[src/rtl/mdu_issue_if.sv]
// -----------------------------------------------------------------------------
// mdu_issue_if
// Start/busy link between the D-stage issue controller and the E-stage
// multiply/divide unit.
//   E_MDUType : op currently in E; tells the MDU what to execute
//   E_start   : E_MDUType is mult/multu/div/divu (the MDU starts this cycle)
//   mdu_busy  : the MDU's own busy flag, returned to the controller
// The master is the issue controller. The slave is the MDU.
// -----------------------------------------------------------------------------
interface mdu_issue_if;
  logic [4:0] E_MDUType;
  logic       E_start;
  logic       mdu_busy;

  modport master (
    output E_MDUType,
    output E_start,
    input  mdu_busy
  );

  modport slave (
    input  E_MDUType,
    input  E_start,
    output mdu_busy
  );
endinterface

[src/rtl/mdu_issue_ctrl.sv]
// -----------------------------------------------------------------------------
// mdu_issue_ctrl
// D-stage issue/hazard controller for the E-stage multiply/divide unit.
// It keeps its own copy of the op in E and of the MDU's remaining latency.
// It stalls D-stage MDU-class instructions until the unit can accept them.
// It cross-checks the latency copy against the MDU busy flag.
// It also counts the stall cycles that the MDU causes.
//
// Ports
//   clk          system clock
//   reset        asynchronous active-low reset
//   D_MDUType    MDU op of the D-stage instruction (nop = none)
//   other_stall  stall from the other hazard sources
//   E_clr        flush: E slot becomes nop on the next edge
//   stat_clr     synchronous clear of stall_cnt
//   mdu          master side of the MDU start/busy link
//                (E_MDUType, E_start out; mdu_busy in)
//   MDU_stall    D-stage stall request caused by an MDU hazard
//   mirror_busy  internal latency counter is non-zero
//   err          sticky flag for a mirror/MDU mismatch or an illegal start
//   stall_cnt    saturating count of MDU_stall cycles
// -----------------------------------------------------------------------------
module mdu_issue_ctrl #(
  parameter int MULT_LAT = 5,
  parameter int DIV_LAT  = 10,
  parameter int CNT_W    = 5
) (
  input  logic        clk,
  input  logic        reset,
  input  logic [4:0]  D_MDUType,
  input  logic        other_stall,
  input  logic        E_clr,
  input  logic        stat_clr,
  mdu_issue_if.master mdu,
  output logic        MDU_stall,
  output logic        mirror_busy,
  output logic        err,
  output logic [31:0] stall_cnt
);

  // MDUType encodings, shared with the rest of the pipeline
  localparam logic [4:0] MDU_NOP   = 5'd0;
  localparam logic [4:0] MDU_MULT  = 5'd1;
  localparam logic [4:0] MDU_MULTU = 5'd2;
  localparam logic [4:0] MDU_DIV   = 5'd3;
  localparam logic [4:0] MDU_DIVU  = 5'd4;
  localparam logic [4:0] MDU_MFHI  = 5'd5;
  localparam logic [4:0] MDU_MFLO  = 5'd6;
  localparam logic [4:0] MDU_MTHI  = 5'd7;
  localparam logic [4:0] MDU_MTLO  = 5'd8;

  localparam logic [CNT_W-1:0] CNT_ZERO = {CNT_W{1'b0}};
  localparam logic [CNT_W-1:0] CNT_ONE  = {{(CNT_W-1){1'b0}}, 1'b1};
  localparam logic [31:0]      STAT_MAX = 32'hFFFF_FFFF;

  // The op needs the hazard check (any op that uses the HI/LO unit)
  function automatic logic is_md(input logic [4:0] t);
    case (t)
      MDU_MULT, MDU_MULTU, MDU_DIV, MDU_DIVU,
      MDU_MFHI, MDU_MFLO, MDU_MTHI, MDU_MTLO: is_md = 1'b1;
      default:                                is_md = 1'b0;
    endcase
  endfunction

  // The op starts a multi-cycle MDU operation
  function automatic logic is_start(input logic [4:0] t);
    case (t)
      MDU_MULT, MDU_MULTU, MDU_DIV, MDU_DIVU: is_start = 1'b1;
      default:                                is_start = 1'b0;
    endcase
  endfunction

  // Busy cycles that follow a starting op after it leaves E
  function automatic logic [CNT_W-1:0] start_lat(input logic [4:0] t);
    case (t)
      MDU_MULT, MDU_MULTU: start_lat = CNT_W'(MULT_LAT);
      MDU_DIV,  MDU_DIVU:  start_lat = CNT_W'(DIV_LAT);
      default:             start_lat = CNT_ZERO;
    endcase
  endfunction

  logic [4:0]       e_type_r;
  logic             e_start_r;
  logic [CNT_W-1:0] cnt_r;
  logic             mirror_busy_r;
  logic             err_r;
  logic [31:0]      stall_cnt_r;

  logic [4:0]       e_type_nxt_s;
  logic [CNT_W-1:0] cnt_nxt_s;
  logic             err_nxt_s;
  logic [31:0]      stall_cnt_nxt_s;
  logic             mdu_stall_s;

  // Hazard: an MDU-class op in D must wait while an op starts in E or the unit is still counting
  always_comb begin
    mdu_stall_s = is_md(D_MDUType) & (e_start_r | (cnt_r != CNT_ZERO));
  end

  // Next E slot (flush first, then bubble, then advance), latency mirror, error and statistics
  always_comb begin
    e_type_nxt_s    = MDU_NOP;
    cnt_nxt_s       = cnt_r;
    err_nxt_s       = err_r;
    stall_cnt_nxt_s = stall_cnt_r;

    if (E_clr) begin
      e_type_nxt_s = MDU_NOP;
    end else if (mdu_stall_s | other_stall) begin
      e_type_nxt_s = MDU_NOP;
    end else begin
      e_type_nxt_s = D_MDUType;
    end

    // A start while the mirror is still counting is illegal. The counter keeps counting down and does not reload.
    if (e_start_r && (cnt_r == CNT_ZERO)) begin
      cnt_nxt_s = start_lat(e_type_r);
    end else if (cnt_r != CNT_ZERO) begin
      cnt_nxt_s = cnt_r - CNT_ONE;
    end else begin
      cnt_nxt_s = cnt_r;
    end

    if ((e_start_r && (cnt_r != CNT_ZERO)) || ((cnt_r != CNT_ZERO) != mdu.mdu_busy)) begin
      err_nxt_s = 1'b1;
    end else begin
      err_nxt_s = err_r;
    end

    if (stat_clr) begin
      stall_cnt_nxt_s = 32'd0;
    end else if (mdu_stall_s && (stall_cnt_r != STAT_MAX)) begin
      stall_cnt_nxt_s = stall_cnt_r + 32'd1;
    end else begin
      stall_cnt_nxt_s = stall_cnt_r;
    end
  end

  // State registers; the start/busy flags are registered from next-state so they stay glitch-free
  always_ff @(posedge clk or negedge reset) begin
    if (!reset) begin
      e_type_r      <= MDU_NOP;
      e_start_r     <= 1'b0;
      cnt_r         <= CNT_ZERO;
      mirror_busy_r <= 1'b0;
      err_r         <= 1'b0;
      stall_cnt_r   <= 32'd0;
    end else begin
      e_type_r      <= e_type_nxt_s;
      e_start_r     <= is_start(e_type_nxt_s);
      cnt_r         <= cnt_nxt_s;
      mirror_busy_r <= (cnt_nxt_s != CNT_ZERO);
      err_r         <= err_nxt_s;
      stall_cnt_r   <= stall_cnt_nxt_s;
    end
  end

  assign mdu.E_MDUType = e_type_r;
  assign mdu.E_start   = e_start_r;
  assign MDU_stall     = mdu_stall_s;
  assign mirror_busy   = mirror_busy_r;
  assign err           = err_r;
  assign stall_cnt     = stall_cnt_r;

endmodule
[src/flat_wrapper.sv]
// flat-port wrapper written by rule: the top's interface ports become plain ports
module mdu_issue_ctrl_flat 
#(
  parameter int MULT_LAT = 5,
  parameter int DIV_LAT  = 10,
  parameter int CNT_W    = 5
)
  (clk, reset, D_MDUType, other_stall, E_clr, stat_clr, MDU_stall, mirror_busy, err, stall_cnt, mdu_E_MDUType, mdu_E_start, mdu_mdu_busy);
  mdu_issue_if mdu_i ();
  input  logic clk;
  input  logic reset;
  input  logic [4:0] D_MDUType;
  input  logic other_stall;
  input  logic E_clr;
  input  logic stat_clr;
  output logic MDU_stall;
  output logic mirror_busy;
  output logic err;
  output logic [31:0] stall_cnt;
  output wire logic [$bits(mdu_i.E_MDUType)-1:0] mdu_E_MDUType;
  output wire logic [$bits(mdu_i.E_start)-1:0] mdu_E_start;
  input wire logic [$bits(mdu_i.mdu_busy)-1:0] mdu_mdu_busy;
  assign mdu_E_MDUType = mdu_i.E_MDUType;
  assign mdu_E_start = mdu_i.E_start;
  assign mdu_i.mdu_busy = mdu_mdu_busy;
  mdu_issue_ctrl #(.MULT_LAT(MULT_LAT), .DIV_LAT(DIV_LAT), .CNT_W(CNT_W)) u_core (.clk(clk), .reset(reset), .D_MDUType(D_MDUType), .other_stall(other_stall), .E_clr(E_clr), .stat_clr(stat_clr), .mdu(mdu_i), .MDU_stall(MDU_stall), .mirror_busy(mirror_busy), .err(err), .stall_cnt(stall_cnt));
endmodule
[config.mk]
export PLATFORM = sky130hd
export DESIGN_NAME = mdu_issue_ctrl_flat
export DESIGN_NICKNAME = d
export VERILOG_FILES = /design/src/rtl/mdu_issue_if.sv /design/src/rtl/mdu_issue_ctrl.sv /design/src/flat_wrapper.sv
export SDC_FILE = /design/constraint.sdc
export NUM_CORES = 1
export LEC_CHECK = 0
export BUFFER_PORTS_ARGS = -buffer_cell sky130_fd_sc_hd__buf_2
export CAP_MARGIN = 30
export CORE_MARGIN = 2
export CORE_UTILIZATION = 55
export DETAILED_ROUTE_END_ITERATION = 16
export PLACE_DENSITY_LB_ADDON = 0.25
export SLEW_MARGIN = 20
export SYNTH_ARGS = -nofsm -noshare
export SYNTH_HDL_FRONTEND = slang
export SYNTH_SLANG_ARGS = --single-unit
[constraint.sdc]
create_clock -name clk -period 7.2 [get_ports clk]
set_clock_uncertainty 0.05 [all_clocks]
set_input_delay 1.44 -clock clk [delete_from_list [all_inputs] [get_ports clk]]
set_output_delay 1.44 -clock clk [all_outputs]
set_load 0.005 [all_outputs]
==> flow_metrics.tcl <==
set metrics [dict create \
    status "finished clean" \
    yosysWarnings 0 \
    crit_path_end_kind "primary output" \
    cp_max_fo 10 \
    die_h_um 70.6 \
    crit_type "in2out" \
    yosys.area.top_type "dfrtp_1" \
    cts_tree "built" \
    drtAntennaViolNets 0 \
    cts_buffer_depth 2 \
    path_clk_slew_ps 80 \
    setup_viol 0 \
    syn_inst 257 \
    portBuffers 51 \
    start_util_pct 56.5 \
    multi_input_area_um2 1250 \
    worstReg2RegStart "u_core.cnt_r[0]" \
    arrival_ps 2790 \
    hold_viol 0 \
    vias_per_cell 6.04 \
    vias 2197 \
    core_area_um2 4320 \
    htree_levels 2 \
    startpoint_type "input pin" \
    grt_overflow_total 0 \
    pre_cts_slack_ps 2940 \
    die_width_um 70.6 \
    syn-cell-area_um2 2440 \
    grt_use_met3_pct 4.13 \
    yosysMostFrequentCell "dfrtp_1" \
    syn_to_final_growth_pct 17.4 \
    drt_iter0_markers 97 \
    dieArea_um2 4990 \
    worstMarginPinSlew_ps 861 \
    synth_top_cells_by_area "dfrtp_1 (46%), or3_1 (4.6%), a21oi_1 (4.5%)" \
    drv_slew 0 \
    fillCellCount 394 \
    grt_max_degree 36 \
    grt_pass1_vias 1949 \
    cts_setup_buffers 0 \
    clock.fmax_mhz 234 \
    ys_async_sr_fraction_pct 100 \
    p_per_area_nw_per_um2 194 \
    drc 0 \
    synth_top_cell_area_share_pct 46.1 \
    clkSinkCount 45 \
    ys_ff_latch 45 \
    ctsResizeCount 0 \
    crit_required_ps 5710 \
    fin_crit_ps 4280 \
    ys.flop_type "dfrtp_1" \
    synth_fp_nets 271 \
    leakagePower_nw 1.23 \
    tns_ps 0 \
    grtUsageMet2_pct 35.5 \
    hold_buffers 0 \
    yosysSeqAreaShare_pct 46.1 \
    antenna_found_initial 0 \
    rsz0062_at_grt "false" \
    synth.avg_cell_area_um2 9.50 \
    synth_edf_count 0 \
    dp.final_hpwl_um 3950 \
    synthDistinctLibCells 44 \
    fin_total_pwr_w 0.000557 \
    routed_wl_um 5540 \
    hold_class "reg2reg" \
    drive_gt1_share_pct 21.8 \
    io_pins 52 \
    root_buffer "clkbuf_8" \
    std_cell_rows 24 \
    wire_per_inst_um 15.2 \
    drv_cap 0 \
    critPathLaunch "D_MDUType[1]" \
    grt_pass1_wl_um 9210 \
    post-route-period-util_pct 59.5 \
    clock_latency_ps 300 \
    cts_buffers 5 \
    drt-pass1-iter-count 4 \
    num_antenna_cells 0 \
    setup_ws_ps 2920 \
    grt.met1_usage_pct 32.8 \
    busiest_layer "met2" \
    finalWeightedCongestion 0.882 \
    grt_util_all_layers_pct 23.2 \
    fin_nets 326 \
    maxSlewHeadroom_pct 42.2 \
    min_from "u_core.err" \
    final_util_pct 66.3 \
    regArea_um2 1130 \
    yosys-top-cells-count "dfrtp_1 (45), a21oi_1 (22), nand2_1 (18), or3_1 (18), nor2_1 (17)" \
    irDropWorstVdd_mv 0.0966 \
]
registers in the layout, summed over array words and instances, names as in the netlist:
signal                flops
u_core.stall_cnt         32
u_core.err                1
u_core.mirror_busy        1
u_core.cnt_r              5
u_core.mdu.E_MDUType      5
u_core.mdu.E_start        1
final timing paths:
kind / slack [ps] / to / cells after the start
max: 2920 / MDU_stall / 4
min: 420 / u_core.err / 1
max reg2reg: 4210 / u_core.stall_cnt[21] / 9
min reg2reg: 420 / u_core.err / 1
max in group asynchronous: 5540 / u_core.stall_cnt[25] / 2
min in group asynchronous: 1060 / u_core.stall_cnt[9] / 1
worst max-delay path: stages:
cell and delay (ps):
buf_2 120, o31a_1 330, a2111oi_4 670, buf_2 230
metrics by stage:
stage / cells / area [µm²] / hold WS [ps]
2_1_floorplan: 257 / 2440 / 418
3_3_place_gp: 356 / 2750 / 405
3_5_place_dp: 357 / 2780 / 406
4_1_cts: 364 / 2870 / 428
5_1_grt: 364 / 2870 / 459
6_report: 364 / 2870 / 420
placed cells by master, fill, tap and decap left out, types with 6 or more instances in the layout:
cell type,Yosys,layout
buf_2,1,51
dfrtp_1,45,45
a21oi_1,22,22
nand2_1,18,18
or3_1,18,18
nor2_1,17,17
o21ai_0,12,12
nand3_1,11,11
inv_1,10,10
nand4_1,10,10
nor4_1,8,8
or4_1,8,8
nor3_1,6,6
o31ai_1,6,6
clkbuf_8,0,6
per-layer routing:
metal | up-vias | wire, µm
met5 | - | 0
met4 | 0 | 73
met3 | 6 | 277
met2 | 58 | 2590
met1 | 1058 | 2590
li1 | 1075 | -
power breakdown:
group / switching [W] / internal, W / total, W / leakage (nW)
clock: 0.0000803 / 0.0000762 / 0.000156 / 0.0443
sequential: 0.0000177 / 0.000273 / 0.000291 / 0.605
combinational: 0.0000581 / 0.0000516 / 0.000110 / 0.582
total: 0.000156 / 0.000401 / 0.000557 / 1.23
cell type report:
| cell class | instances | share of cell area, % |
|---|---|---|
| multi-input cells | 196 | 43.8 |
| repair buffers | 54 | 10.4 |
| inverters | 10 | 1.31 |
| clock buffers | 7 | 3.01 |
| well taps | 52 | 2.27 |
| flip-flops and latches | 45 | 39.3 |
cells by family after synthesis:
logic type               Yosys count  synth area share, %
AO/OA/AOI/OAI                     61                 17.2
flip-flops                        45                 46.1
buffers and inverters             16                 2.51
adder cells (fa/ha/maj)            3                 1.54
AND/OR/NAND/NOR                  118                 27.0
multiplexers                       6                 2.72
XOR/XNOR                           8                 2.87
Note: power is estimated with default switching activity, not from simulation.
